**config.mk**
```make
export PLATFORM = sky130hd
export DESIGN_NAME = ddr3_req_arbiter
export DESIGN_NICKNAME = d
export VERILOG_FILES = /design/src/rtl/ddr3_req_arbiter.sv
export SDC_FILE = /design/constraint.sdc
export NUM_CORES = 1
export LEC_CHECK = 0
export ABC_AREA = 1
export BUFFER_PORTS_ARGS = -buffer_cell sky130_fd_sc_hd__buf_2
export CAP_MARGIN = 10
export CORE_MARGIN = 5
export CORE_UTILIZATION = 52
export CTS_BUF_LIST = sky130_fd_sc_hd__clkbuf_4
export DETAILED_ROUTE_END_ITERATION = 16
export MAX_ROUTING_LAYER = met4
export PLACE_DENSITY = 0.88
export RECOVER_POWER = 25
export SYNTH_ARGS = -nofsm -noshare
export SYNTH_HDL_FRONTEND = slang
export SYNTH_SLANG_ARGS = --single-unit
```
**constraint.sdc**
```tcl
create_clock -name clock -period 3.89 [get_ports clock]
set_input_delay 0.389 -clock clock [delete_from_list [all_inputs] [get_ports clock]]
set_output_delay 0.389 -clock clock [all_outputs]
set_load 0.01 [all_outputs]
```
**src/rtl/ddr3_req_arbiter.sv**
```systemverilog
// Arbitrates the single DDR3 controller request port between the AXI read (fetch) and write (store) paths.
// Define ARB_RAW_HAZARD_EN to force write-first when both pending requests hit the same burst granule.
module ddr3_req_arbiter #(
    parameter int ADDRS        = 32,
    parameter int AXI_ID_WIDTH = 4,
    parameter int MAX_RUN      = 4,
    parameter int HAZARD_LSB   = 4
) (
    input  logic                    clock,
    input  logic                    reset,
    input  logic                    rd_fetch_i,
    output logic                    rd_accept_o,
    input  logic [AXI_ID_WIDTH-1:0] rd_reqid_i,
    input  logic [ADDRS-1:0]        rd_addr_i,
    input  logic                    wr_store_i,
    output logic                    wr_accept_o,
    input  logic [AXI_ID_WIDTH-1:0] wr_reqid_i,
    input  logic [ADDRS-1:0]        wr_addr_i,
    output logic                    ctl_req_o,
    input  logic                    ctl_accept_i,
    output logic                    ctl_write_o,
    output logic [AXI_ID_WIDTH-1:0] ctl_reqid_o,
    output logic [ADDRS-1:0]        ctl_addr_o
);

    localparam int CNT_W = $clog2(MAX_RUN + 1);
    localparam logic [CNT_W-1:0] MAX_RUN_C = CNT_W'(MAX_RUN);
`ifdef ARB_RAW_HAZARD_EN
    localparam bit HAZARD_EN = 1'b1;
`else
    localparam bit HAZARD_EN = 1'b0;
`endif

    typedef enum logic [1:0] {ST_IDLE, ST_RD, ST_WR} state_t;

    state_t                  state_reg, state_next;
    logic                    last_dir_reg, last_dir_next;   // 1 = write
    logic [CNT_W-1:0]        run_cnt_reg, run_cnt_next;
    logic                    ctl_req_reg, ctl_req_next;
    logic                    ctl_write_reg, ctl_write_next;
    logic [AXI_ID_WIDTH-1:0] ctl_reqid_reg, ctl_reqid_next;
    logic [ADDRS-1:0]        ctl_addr_reg, ctl_addr_next;

    logic hazard;
    logic grant_write;
    logic handshake;

    assign handshake = ctl_req_reg & ctl_accept_i;

    // Winner selection; only consulted while idle with something pending.
    always_comb begin
        hazard = HAZARD_EN &&
                 (rd_addr_i[ADDRS-1:HAZARD_LSB] == wr_addr_i[ADDRS-1:HAZARD_LSB]);
        if (rd_fetch_i && wr_store_i) begin
            if (hazard)
                grant_write = 1'b1;
            else if (run_cnt_reg < MAX_RUN_C)
                grant_write = last_dir_reg;
            else
                grant_write = ~last_dir_reg;
        end else begin
            grant_write = wr_store_i;
        end
    end

    always_ff @(posedge clock or posedge reset) begin
        if (reset) begin
            state_reg     <= ST_IDLE;
            last_dir_reg  <= 1'b0;
            run_cnt_reg   <= '0;
            ctl_req_reg   <= 1'b0;
            ctl_write_reg <= 1'b0;
            ctl_reqid_reg <= '0;
            ctl_addr_reg  <= '0;
        end else begin
            state_reg     <= state_next;
            last_dir_reg  <= last_dir_next;
            run_cnt_reg   <= run_cnt_next;
            ctl_req_reg   <= ctl_req_next;
            ctl_write_reg <= ctl_write_next;
            ctl_reqid_reg <= ctl_reqid_next;
            ctl_addr_reg  <= ctl_addr_next;
        end
    end

    always_comb begin
        state_next     = state_reg;
        last_dir_next  = last_dir_reg;
        run_cnt_next   = run_cnt_reg;
        ctl_req_next   = ctl_req_reg;
        ctl_write_next = ctl_write_reg;
        ctl_reqid_next = ctl_reqid_reg;
        ctl_addr_next  = ctl_addr_reg;
        case (state_reg)
            ST_IDLE: begin
                if (rd_fetch_i || wr_store_i) begin
                    ctl_req_next   = 1'b1;
                    ctl_write_next = grant_write;
                    ctl_reqid_next = grant_write ? wr_reqid_i : rd_reqid_i;
                    ctl_addr_next  = grant_write ? wr_addr_i : rd_addr_i;
                    state_next     = grant_write ? ST_WR : ST_RD;
                    last_dir_next  = grant_write;
                    if (grant_write == last_dir_reg)
                        run_cnt_next = (run_cnt_reg == MAX_RUN_C) ? MAX_RUN_C
                                                                  : run_cnt_reg + 1'b1;
                    else
                        run_cnt_next = CNT_W'(1);
                end
            end
            ST_RD, ST_WR: begin
                if (handshake) begin
                    ctl_req_next = 1'b0;
                    state_next   = ST_IDLE;
                end
            end
            default: state_next = ST_IDLE;
        endcase
    end

    always_comb begin
        rd_accept_o = handshake & ~ctl_write_reg;
        wr_accept_o = handshake & ctl_write_reg;
    end

    assign ctl_req_o   = ctl_req_reg;
    assign ctl_write_o = ctl_write_reg;
    assign ctl_reqid_o = ctl_reqid_reg;
    assign ctl_addr_o  = ctl_addr_reg;

endmodule

```
### Word level (Yosys, flattened, before mapping)

Index checks and enable logic that the tools add are counted.

| storage, ports and cells | value |
|---|---|
| bits in registers | 43 |
| latch bits | 0 |
| RAM bits | 0 |
| bits in read-only memories | 0 |
| output and inout bits | 40 |
| logic and storage cells | 39 |
| memories | 0 |

| operators by class | value |
|---|---|
| add/sub/neg operators | 1 |
| multipliers | 0 |
| div/mod/pow operators | 0 |
| magnitude comparators | 1 |
| equality and inequality tests | 6 |
| shifts and indexed selects | 0 |
| multiplexer cells | 13 |
| bitwise operators | 4 |
| reduce and logical (&&, ||, !) cells | 8 |

Operators with widths:

| kind | number |
|---|---|
| $mux 32 | 1 |
| $mux 2 | 3 |
| $mux 3 | 2 |
| $mux 1 | 4 |
| $mux 4 | 1 |
| $ne 2x2->1 const B | 2 |
| $pmux 2 s2 | 1 |
| $reduce_and 2->1 | 2 |
| $add 3x1->3 const B | 1 |
| $and 1x1->1 | 3 |
| $eq 3x3->1 const B | 1 |
| $lt 3x3->1 const B | 1 |
| $reduce_and 3->1 | 1 |
| $eq 2x1->1 const B | 1 |
| $eq 2x2->1 const B | 1 |
| $logic_not 2->1 | 1 |
| $pmux 1 s2 | 1 |
| $reduce_bool 2->1 | 1 |
| $reduce_or 2->1 | 1 |
| $eq 1x1->1 | 1 |
| $logic_and 1x1->1 | 1 |
| $logic_or 1x1->1 | 1 |
| $not 1->1 | 1 |

### Depth between registers and ports, before layout

| depth | value |
|---|---|
| depth after elaboration | 6 |
| mapped depth | 10 |

### Worst setup path before layout

Ideal clock, no wire load.

| timing | value |
|---|---|
| path type | reg2reg |
| start | reg ctl_write_o (netlist name) |
| end | reg ctl_addr_reg[12], in the netlist ctl_addr_o[12] |
| library setup time | 0.118 ns |
| arrival | 1.192 ns |
| required time | 3.772 ns |
| setup slack | 2.580 ns |
| cell stages (with the launch flop) | 10 |
| path buffers | 2 |
| clock period less this slack | 1.310 ns |
| path through | dfrtp_1 > inv_1 > nand2_1 > nand3_4 > nand2_2 > buf_6 > buf_6 > nand2_1 > nand3_1 > nand2_1 |

RTL lines:

| element | line | text |
|---|---|---|
| to (signal assigned) | 82 | `ctl_addr_reg <= ctl_addr_next;` |
| to (decl) | 42 | `logic [ADDRS-1:0] ctl_addr_reg, ctl_addr_next;` |

==> flow_metrics.tcl <==
set metrics [dict create \
    status "finished, violations left" \
    violations "capacitance limit, slew limit" \
    insertion_delay_ns 0.35 \
    tightestPinTransition_ns 1.601 \
    clock.fmax_mhz 466.9 \
    cts_root_buffer "clkbuf_4" \
    wl_met2_microns 3208 \
    hpwl_microns 4350 \
    cp_common_cell "nand2_1" \
    largest_reg_flops 32 \
    routabilityCongestion 0.7835 \
    switching_share_pct 45.20 \
    die_h_microns 79.46 \
    routed_wl_microns 6219 \
    drv_slew 44 \
    crit_buf_inv 1 \
    syn-num-nets 452 \
    cts-resized-gates 0 \
    nets 555 \
    finalHoldViolations 0 \
    grt_pass1_vias 2413 \
    gr-total-overflow 0 \
    worstPathCellList "inv_1 -> nand2_1 -> nand3_4 -> nand2_2 -> nand2_1 -> nand3_1 -> nand2_1" \
    final_common_cell "nand2_1" \
    min_period_over_period_pct 55.06 \
    layout_common_cells "nand2_1 (126), buf_2 (116), inv_1 (83)" \
    route.detailed.drc 0 \
    wl_met3_microns 488 \
    maxSlewHeadroom_pct -6.883 \
    cts.sinks 43 \
    intPower_uw 1165 \
    initial_core_util_pct 53.47 \
    yosysSeqAreaShare_pct 42.89 \
    die-area_sq_um 6313 \
    port_buffers 116 \
    syn-instance-count 372 \
    power_switching_uw 961.0 \
    clkPwrFrac_pct 10.7 \
    post_cts.repair.setup_buffers 0 \
    multi_input_area_sq_um 1008 \
    hp-class "input pin to register" \
    cts_tree "done" \
    antenna_cells 0 \
    core_sq_um 4692 \
    fin_crit_ns 2.142 \
    setup_viol 0 \
    antenna_left 0 \
    fp-row-count 25 \
    grt_max_degree 44 \
    syn_area_per_cell_sq_um 6.744 \
    ff_latch_area_sq_um 1076 \
    ios 117 \
    antenna_found_initial 0 \
    fin_util_pct 66.43 \
    drive_above_1_share_pct 27.31 \
    rsz0062_at_grt "no" \
    pwr-share-comb_pct 51.3 \
    wl_met1_microns 2462 \
    fin_tns_setup_ns 0 \
    crit_path_end_kind "register" \
    clk_path_buf_depth 2 \
    path_max_fanout 39 \
    cts_hold_buf 0 \
    top_layer_used "met4" \
    worst_setup_path_start_kind "register" \
    cts_buffers 5 \
    worst_ep_required_time_ns 4.14 \
    grt_pass1_wl_microns 10520 \
    ys_warn_count 0 \
    worstPathArrival_ns 2.39 \
    peakVddDrop_v 0.0002976 \
    powerDensity_nw_per_um2 682.2 \
    ys_ff_latch 43 \
    htree_levels 2 \
    pwr-share-seq_pct 38.0 \
    synth.cell_area_sq_um 2509 \
    clk_pin_slew_ns 0.13 \
    viasPerCell 4.840 \
    p_leak_uw 0.002033 \
    max-cap-violations 1 \
    finClkSkew_ns 0.006573 \
    crit_type "register to register" \
    vias 2565 \
    wl_per_cell_microns 11.73 \
    slowest_delay_ns 0.70 \
    die_w_microns 79.46 \
    drtIter0Drc 131 \
    grt.total_usage_pct 21.18 \
    firstDrtPassIters 5 \
    slowest_stage "nand2_2" \
    syn_to_final_growth_pct 24.24 \
    path_delay_family "simple AND/OR/NAND/NOR gates" \
    fillers 401 \
    synthDistinctLibCells 21 \
]
tightest hold or removal path, stage by stage:
cell	delay [ns]
buf_2	0.07
inv_1	0.03
nand2_1	0.05
nand3_1	0.06
nand2_1	0.05
final cells by class:
| class | instances | share of cell area (%) |
|---|---|---|
| clock buffer | 7 | 1.686 |
| sequential | 43 | 34.52 |
| clock inverter | 1 | 0.1606 |
| tap | 54 | 2.168 |
| inverter | 85 | 10.24 |
| timing repair buffer | 117 | 18.87 |
| multi-input combinational | 223 | 32.36 |
synth_stat cells:
| library cell | n | area, sq um |
|---|---|---|
| inv_1 | 83 | 311.6 |
| buf_6 | 2 | 22.52 |
| nand2_1 | 126 | 473.0 |
| dfrtp_1 | 43 | 1076 |
| nand3b_1 | 1 | 7.510 |
| o21ai_1 | 1 | 5.000 |
| ha_1 | 3 | 37.54 |
| a21oi_1 | 3 | 15.01 |
| o22ai_1 | 1 | 6.260 |
| nor2_1 | 5 | 18.77 |
| nand3_1 | 76 | 380.4 |
| inv_2 | 2 | 7.510 |
| nand3_4 | 1 | 17.52 |
| buf_4 | 1 | 7.510 |
| clkbuf_1 | 5 | 18.77 |
| buf_2 | 12 | 60.06 |
| buf_1 | 1 | 3.750 |
| nand2_2 | 1 | 6.260 |
| o211ai_1 | 2 | 15.01 |
| o21ai_0 | 2 | 10.01 |
| o21ai_2 | 1 | 8.760 |
per-layer routing:
metal / GRT usage (%) / vias up
li1: - / 1312
met1: 25.78 / 1140
met2: 35.23 / 107
met3: 4.515 / 6
met4: 6.701 / 0
met5: - / -
kinds of logic after synthesis:
kind of cell / after synthesis / share of synthesized area, %
and+or+nand+nor: 210 / 36.01
buffers and inverters: 106 / 17.21
DFF: 43 / 42.89
AOI/OAI and AO/OA: 10 / 2.394
adders and majority gates: 3 / 1.496
path summary, 6_finish.rpt:
check                                           start  cells after the start                    endpoint  slack (ns)
max                           ctl_write_o$_DFFE_PP0P_                      7  ctl_addr_o[28]$_DFFE_PP0P_        1.75
min                                      rd_addr_i[3]                      5   ctl_addr_o[3]$_DFFE_PP0P_        0.32
max reg2reg                   ctl_write_o$_DFFE_PP0P_                      7  ctl_addr_o[28]$_DFFE_PP0P_        1.75
min reg2reg                ctl_addr_o[14]$_DFFE_PP0P_                      2  ctl_addr_o[14]$_DFFE_PP0P_        0.49
max in group asynchronous                       reset                      2    state_reg[0]$_DFFE_PP0P_        2.45
min in group asynchronous                       reset                      2  ctl_addr_o[23]$_DFFE_PP0P_        0.51
metrics by stage:
step	cell area (sq um)	total power [uW]	cells	hold WS, ns	setup WS, ns
global route	3117	2336	530	0.3141	1.489
detailed placement	3059	1912	522	0.4613	1.774
CTS	3117	2141	530	0.2387	1.747
global placement	3059	1873	522	0.4579	1.830
floorplan	2509	1539	372	0.5081	2.498
finish	3117	2126	530	0.3192	1.748
power groups by stage:
stage / sequential (uW) / clock, uW / combinational [uW]
6_report: 807 / 228 / 1090
4_1_cts: 806 / 233 / 1100
2_1_floorplan: 892 / 0 / 647
3_5_place_dp: 807 / 0 / 1100
5_1_grt: 833 / 253 / 1250
3_3_place_gp: 808 / 0 / 1070
Power figures use the tool's default switching activity.
